`config.mk`:
```
export PLATFORM = sky130hd
export DESIGN_NAME = datapath_ctrl
export DESIGN_NICKNAME = d
export VERILOG_FILES = /design/src/rtl/datapath_pkg.sv /design/src/rtl/datapath_ctrl.sv
export SDC_FILE = /design/constraint.sdc
export NUM_CORES = 1
export LEC_CHECK = 0
export ABC_AREA = 1
export BUFFER_PORTS_ARGS = -buffer_cell sky130_fd_sc_hd__clkbuf_2
export CORE_MARGIN = 2
export CORE_UTILIZATION = 40
export DETAILED_ROUTE_END_ITERATION = 7
export GPL_ROUTABILITY_DRIVEN = 0
export GPL_TIMING_DRIVEN = 0
export SLEW_MARGIN = 25
export SYNTH_ARGS = -nofsm -noshare
export SYNTH_HDL_FRONTEND = slang
export SYNTH_SLANG_ARGS = --single-unit
export TNS_END_PERCENT = 5
```
`constraint.sdc`:
```
create_clock -name clk -period 2.8 [get_ports clk]
set_input_delay 0.14 -clock clk [delete_from_list [all_inputs] [get_ports clk]]
set_output_delay 0.14 -clock clk [all_outputs]
set_load 0.02 [all_outputs]
```
`src/rtl/datapath_pkg.sv`:
```
// Shared types and constants for the datapath sequencer: controller states,
// instruction encodings, register-select and write-back source codes, and
// the bundle of control pins driven towards the datapath.
package datapath_pkg;

  // Controller states. All eight 3-bit codes are assigned.
  typedef enum logic [2:0] {
    WAIT   = 3'd0,
    DECODE = 3'd1,
    WR_IMM = 3'd2,
    GET_A  = 3'd3,
    GET_B  = 3'd4,
    EXEC   = 3'd5,
    CMP_S  = 3'd6,
    WR_REG = 3'd7
  } state_e;

  // Instruction class after decoding the latched {opcode, op}.
  typedef enum logic [2:0] {
    INS_UNDEF   = 3'd0,
    INS_MOV_IMM = 3'd1,
    INS_MOV_REG = 3'd2,
    INS_ADD     = 3'd3,
    INS_CMP     = 3'd4,
    INS_AND     = 3'd5,
    INS_MVN     = 3'd6
  } instr_e;

  // Opcode classes.
  localparam logic [2:0] OPC_MOV = 3'b110;
  localparam logic [2:0] OPC_ALU = 3'b101;

  // Sub-operations.
  localparam logic [1:0] OP_MOV_IMM = 2'b10;
  localparam logic [1:0] OP_MOV_REG = 2'b00;
  localparam logic [1:0] OP_ADD     = 2'b00;
  localparam logic [1:0] OP_CMP     = 2'b01;
  localparam logic [1:0] OP_AND     = 2'b10;
  localparam logic [1:0] OP_MVN     = 2'b11;

  // One-hot register-number selects.
  localparam logic [2:0] NSEL_NONE = 3'b000;
  localparam logic [2:0] NSEL_RN   = 3'b100;
  localparam logic [2:0] NSEL_RD   = 3'b010;
  localparam logic [2:0] NSEL_RM   = 3'b001;

  // Write-back sources.
  localparam logic [1:0] VSEL_C      = 2'b00;
  localparam logic [1:0] VSEL_SXIMM8 = 2'b10;

  // Control pins driven towards the datapath.
  typedef struct packed {
    logic       w;
    logic [2:0] nsel;
    logic [1:0] vsel;
    logic       loada;
    logic       loadb;
    logic       loadc;
    logic       loads;
    logic       asel;
    logic       bsel;
    logic       write;
  } ctrl_t;

  // Control value held while idle: only w asserted, nothing else active.
  function automatic ctrl_t ctrl_idle();
    ctrl_t c;
    c        = '0;
    c.w      = 1'b1;
    c.nsel   = NSEL_NONE;
    c.vsel   = VSEL_C;
    return c;
  endfunction

  // Map a raw {opcode, op} pair onto an instruction class.
  // MOV sub-ops other than immediate/register are treated as undefined.
  function automatic instr_e classify_instr(input logic [4:0] ir);
    instr_e cls;
    cls = INS_UNDEF;
    case (ir[4:2])
      OPC_MOV: begin
        case (ir[1:0])
          OP_MOV_IMM: cls = INS_MOV_IMM;
          OP_MOV_REG: cls = INS_MOV_REG;
          default:    cls = INS_UNDEF;
        endcase
      end
      OPC_ALU: begin
        case (ir[1:0])
          OP_ADD:  cls = INS_ADD;
          OP_CMP:  cls = INS_CMP;
          OP_AND:  cls = INS_AND;
          OP_MVN:  cls = INS_MVN;
          default: cls = INS_UNDEF;
        endcase
      end
      default: cls = INS_UNDEF;
    endcase
    return cls;
  endfunction

endpackage

```
`src/rtl/datapath_ctrl.sv`:
```
// Multi-cycle Moore sequencer for the register-file/ALU datapath. One
// instruction is accepted in WAIT, its {opcode, op} is latched, and the
// controller walks through read, execute and write-back states.
// The control pins come straight from flops; those flops are loaded with the
// decode of the next state so each pin still changes on the same edge as the
// state it belongs to, and an asynchronous reset clears them at once.
module datapath_ctrl (
  input  logic       clk,
  input  logic       reset,
  input  logic       s,
  input  logic [2:0] opcode,
  input  logic [1:0] op,
  output logic       w,
  output logic [2:0] nsel,
  output logic [1:0] vsel,
  output logic       loada,
  output logic       loadb,
  output logic       loadc,
  output logic       loads,
  output logic       asel,
  output logic       bsel,
  output logic       write,
  output logic       muxccontrol
);
  import datapath_pkg::*;

  state_e     state_q, state_d;
  logic [4:0] instr_q, instr_d;
  ctrl_t      ctrl_q,  ctrl_d;
  instr_e     ins_q;
  instr_e     ins_d;

  assign ins_q = classify_instr(instr_q);
  assign ins_d = classify_instr(instr_d);

  // Next-state selection and instruction latching on WAIT->DECODE.
  always_comb begin
    state_d = state_q;
    instr_d = instr_q;
    case (state_q)
      WAIT: begin
        if (s) begin
          state_d = DECODE;
          instr_d = {opcode, op};
        end else begin
          state_d = WAIT;
        end
      end
      DECODE: begin
        case (ins_q)
          INS_MOV_IMM:                state_d = WR_IMM;
          INS_MOV_REG, INS_MVN:       state_d = GET_B;
          INS_ADD, INS_AND, INS_CMP:  state_d = GET_A;
          default:                    state_d = WAIT;
        endcase
      end
      GET_A: state_d = GET_B;
      GET_B: begin
        if (ins_q == INS_CMP) begin
          state_d = CMP_S;
        end else begin
          state_d = EXEC;
        end
      end
      EXEC:   state_d = WR_REG;
      CMP_S:  state_d = WAIT;
      WR_IMM: state_d = WAIT;
      WR_REG: state_d = WAIT;
      default: state_d = WAIT;
    endcase
  end

  // Control pin decode for the state being entered on the next edge.
  always_comb begin
    ctrl_d      = '0;
    ctrl_d.nsel = NSEL_NONE;
    ctrl_d.vsel = VSEL_C;
    case (state_d)
      WAIT: begin
        ctrl_d.w = 1'b1;
      end
      DECODE: begin
        ctrl_d.w = 1'b0;
      end
      WR_IMM: begin
        ctrl_d.nsel  = NSEL_RN;
        ctrl_d.vsel  = VSEL_SXIMM8;
        ctrl_d.write = 1'b1;
      end
      GET_A: begin
        ctrl_d.nsel  = NSEL_RN;
        ctrl_d.loada = 1'b1;
      end
      GET_B: begin
        ctrl_d.nsel  = NSEL_RM;
        ctrl_d.loadb = 1'b1;
      end
      EXEC: begin
        // MOV-register and MVN pass B through with A forced to zero.
        ctrl_d.loadc = 1'b1;
        ctrl_d.bsel  = 1'b0;
        if ((ins_d == INS_MOV_REG) || (ins_d == INS_MVN)) begin
          ctrl_d.asel = 1'b1;
        end else begin
          ctrl_d.asel = 1'b0;
        end
        // Status is only updated by the result-producing ALU ops.
        if ((ins_d == INS_ADD) || (ins_d == INS_AND) || (ins_d == INS_MVN)) begin
          ctrl_d.loads = 1'b1;
        end else begin
          ctrl_d.loads = 1'b0;
        end
      end
      CMP_S: begin
        ctrl_d.loads = 1'b1;
      end
      WR_REG: begin
        ctrl_d.nsel  = NSEL_RD;
        ctrl_d.vsel  = VSEL_C;
        ctrl_d.write = 1'b1;
      end
      default: begin
        ctrl_d = ctrl_idle();
      end
    endcase
  end

  // State, latched instruction and control-pin registers.
  always_ff @(posedge clk or posedge reset) begin
    if (reset) begin
      state_q <= WAIT;
      instr_q <= 5'b00000;
      ctrl_q  <= ctrl_idle();
    end else begin
      state_q <= state_d;
      instr_q <= instr_d;
      ctrl_q  <= ctrl_d;
    end
  end

  assign w           = ctrl_q.w;
  assign nsel        = ctrl_q.nsel;
  assign vsel        = ctrl_q.vsel;
  assign loada       = ctrl_q.loada;
  assign loadb       = ctrl_q.loadb;
  assign loadc       = ctrl_q.loadc;
  assign loads       = ctrl_q.loads;
  assign asel        = ctrl_q.asel;
  assign bsel        = ctrl_q.bsel;
  assign write       = ctrl_q.write;
  // A and B always load from the register-file read port.
  assign muxccontrol = 1'b0;

endmodule

```
Yosys cells after proc, flatten, opt, wreduce, memory -nomap -nowiden
Cells that the tools add are included.
{"block": "totals", "out_inout_bits": 14, "ff_bits": 21}
{"block": "op_classes", "mux": 23, "eq_ne": 33, "reduce_logical": 12}
{"cell": "3-bit equality test, second input constant", "n": 17}
{"cell": "3-bit by 2-bit equality test with 1-bit output, second input constant", "n": 8}
{"cell": "3-bit one-hot mux with 4 select lines", "n": 2}
{"cell": "3-bit one-hot mux with 3 select lines", "n": 2}
{"cell": "3-bit one-hot mux with 6 select lines", "n": 1}
{"cell": "3-bit one-hot mux with 2 select lines", "n": 2}
{"cell": "5-bit two-way mux", "n": 2}
{"cell": "2-bit equality test, second input constant", "n": 4}
{"cell": "1-bit two-way mux", "n": 8}
{"cell": "2-bit one-hot mux with 2 select lines", "n": 2}
{"cell": "3-bit by 1-bit equality test with 1-bit output, second input constant", "n": 2}
{"cell": "3-bit logical NOT", "n": 2}
{"cell": "2-bit two-way mux", "n": 3}
{"cell": "2-bit OR reduction", "n": 3}
{"cell": "3-bit OR reduction", "n": 2}
{"cell": "2-bit by 1-bit equality test with 1-bit output, second input constant", "n": 2}
{"cell": "2-bit logical NOT", "n": 2}
{"cell": "1-bit logical OR", "n": 3}
{"cell": "1-bit one-hot mux with 2 select lines", "n": 1}

Longest topological paths before layout
{"block": "depth", "depth_word": 10, "mapped_depth": 13, "depth_no_buf": 13}

Worst setup path before layout
OpenSTA, ideal clock, no wires.
{"block": "synth_path", "kind": "reg-to-reg", "from": "register state_q[1]", "to": "register ctrl_q (netlist bit loads)", "path_stages_with_launch": 14, "synth_period_minus_slack_ns": 2.041, "arrival_time_ns": 1.922, "slack_ns": 0.759, "n_path_buf": 0, "path_cell_list": "dfrtp_1 -> nor2_2 -> nand3_2 -> or2_2 -> o21ai_0 -> ha_1 -> inv_1 -> nand4_1 -> nand2_1 -> nand2_1 -> nand2_1 -> nand2_1 -> nand2_1 -> nand2_1"}
{"element": "from (decl)", "line": "datapath_ctrl.sv:27", "source": "state_e state_q, state_d;"}
{"element": "from (signal assigned)", "line": "datapath_ctrl.sv:135", "source": "state_q <= state_d;"}
{"element": "to (signal assigned)", "line": "datapath_ctrl.sv:133", "source": "ctrl_q <= ctrl_idle();"}
{"element": "to (signal assigned)", "line": "datapath_ctrl.sv:137", "source": "ctrl_q <= ctrl_d;"}
{"element": "to (decl)", "line": "datapath_ctrl.sv:29", "source": "ctrl_t ctrl_q, ctrl_d;"}

==> results.toml <==
[status]
status = "finished clean"

[synthesis]
syn_inst = 136
synth-edff-count = 0
ys.flop_type = "dfrtp_1"
postSynthAreaPerCell_sq_um = 7.98
yosysTopAreaCellShare_pct = 39.2
netlist_top_cells_area = "dfrtp_1 (39%), nand2_1 (10%), ha_1 (8.1%), inv_1 (6.2%), nand4_1 (4.6%)"
synth_cell_type_count = 24
synth-seq-cells = 18
async_reset_ff_share_pct = 100
yosys_warnings = 0
synth_top_area_cell = "dfrtp_1"
netlist_area_sq_mm = 0.00108
seq_area_frac_synth_pct = 41.6

[timing]
fmax_mhz = 440
relSlewSlack_pct = 53.5
hold_viol = 0
slew_violations = 0
worst_pin_slew_ns = 0.696
worst_clock_skew_ns = 0.00421
final.setup.tns_ns = 0
grt_setup_unrepaired = "false"
fin_crit_ns = 2.27
setup_viol = 0
final.period_utilization_pct = 81.2

[worst_setup_path]
timing_worst_setup_path_type = "flip-flop to flip-flop"
cp-startpoint = "state_q[1]"
start_kind = "flip-flop"
endpoint_kind = "flip-flop"
arrival_ns = 2.47
cp_max_fo = 7
cp_data_required_time_ns = 2.99
r2r_start = "state_q[1]"

[min_path]
holdCritStartpoint = "opcode[2]"
hp-class = "input pin to flip-flop"

[job]
maxCapViolCount = 0

[drt]
antenna_left = 0
drt_drc_violations_left = 0
via_count = 895
drtIter0Drc = 14
first_pass_iters = 4
avgViaCountPerCell = 4.71
drt_wl_total_um = 1900
wl_per_cell_um = 9.98

[cts]
insertion_delay_ns = 0.29
postCtsHoldBufs = 1
clockRootBuffer = "clkbuf_4"
cts-buffers-inserted = 3
clkSinkCount = 18
cts_tree = "yes"
h-tree-depth = 1
cts_setup_buffers = 0
cts_resized = 0
path_clk_slew_ns = 0.10
cts.path.max_buffers = 2

[placement]
port_buffers = 17
dp_cells = 185
placed_area_sq_mm = 0.00121
dp_hpwl_um = 1550

[cells_and_area]
syn_to_final_growth_pct = 16.3
final_util_pct = 50.0
fill_cells = 267
diodes = 0
fin_nets = 176
drive_gt1_share_pct = 31.9
instances_no_fill = 190
final_area_sq_mm = 0.00126

[floorplan]
die_y_um = 56.1
num_io_pins = 22
core_sq_mm = 0.00252
start_util_pct = 43.0
rows = 18
die_x_um = 56.1
dieArea_sq_mm = 0.00314

[pwr]
peakVddDrop_v = 0.000636
leakage_nw = 0.716
p_total_mw = 1.22
p_per_area_mw_per_mm2 = 967

[grt]
grt_usage_pct = 13.7
grt_max_degree = 19
antenna_found_initial = 0
grt_pass1_wl_um = 3420
grt_overflow = 0
grt_pass1_vias = 828
## layer usage
layer	track usage, %	share of wire (%)	wire [um]	vias to the layer above
met5	0	0	0	-
met4	2.04	0	0	0
met3	4.88	5.1	96	0
met2	23.2	49	937	21
met1	17.0	45	862	407
li1	-	-	-	467
## sequential cells by signal, summed over array words and instances, names as in the netlist
name     count
nsel         3
loada        1
write        1
loads        1
state_q      3
instr_q      5
vsel         1
w            1
loadc        1
asel         1
## final timing paths
kind / endpoint / slack (ns) / cells after the start
worst max-delay path: loads / 0.53 / 13
worst min-delay path: instr_q[4] / 0.22 / 5
worst max register to register: loads / 0.53 / 13
worst min register to register: nsel[0] / 0.51 / 1
max in group asynchronous: nsel[0] / 1.88 / 3
min in group asynchronous: asel / 0.48 / 3
## layout make-up
type                    instances  area, sq um  area share (%)
plain buffers                   5         35.0            2.78
well taps                      30         37.5            2.98
flip-flops and latches         18          452            35.8
clock buffers                   4         36.3            2.88
multi-input cells              91          515            40.9
inverters                      24         90.1            7.14
repair buffers                 18         95.1            7.54
## through the flow
step,hold slack [ns],setup WS (ns)
after global placement,0.248,0.524
final,0.221,0.526
after CTS,0.214,0.499
after floorplan,0.0778,0.759
after global routing,0.240,0.204
after detailed placement,0.255,0.518
## placed cells by master (no fill, tap or decap), types with 4 or more instances in the layout
master	synthesis	final
nand2_2	5	5
nor2_2	5	5
nand3_1	7	7
inv_2	6	6
clkbuf_2	0	17
o21ai_0	4	4
nand2_1	29	29
dfrtp_1	17	17
buf_4	4	4
ha_1	7	7
inv_1	18	18
nor2_1	8	8
nand4_1	8	8
## worst max-delay path: stages (launching register included)
cell,delay [ns]
dfrtp_1,0.44
nor2_2,0.19
nand3_2,0.19
or2_2,0.32
o21ai_0,0.20
ha_1,0.31
inv_1,0.05
nand4_1,0.11
nand2_1,0.10
nand2_1,0.07
nand2_1,0.06
nand2_1,0.04
nand2_1,0.05
nand2_1,0.04
## power by group
part	internal [mW]	switching [mW]	total, mW
logic	0.208	0.434	0.641
clock network	0.0793	0.0788	0.158
registers	0.353	0.0676	0.420
total	0.640	0.580	1.22
## synthesized netlist by cell type, types with 4 or more instances
master,instances
nand2_2,5
nand3_1,7
nand2_1,29
o21ai_0,4
buf_4,4
nor2_2,5
nor2_1,8
ha_1,7
inv_1,18
dfrtp_1,17
inv_2,6
nand4_1,8
## cell families (layout without fill, tap and decap cells)
kind of cell	count (synthesis)	count (layout)	synth area share, %
AOI/OAI and AO/OA	11	11	5.65
and+or+nand+nor	70	70	32.8
DFF	18	18	41.6
other	1	3	0.346
adders and majority gates	7	7	8.07
buffers and inverters	29	51	11.5
No activity file was read; power rests on OpenSTA's default activity.
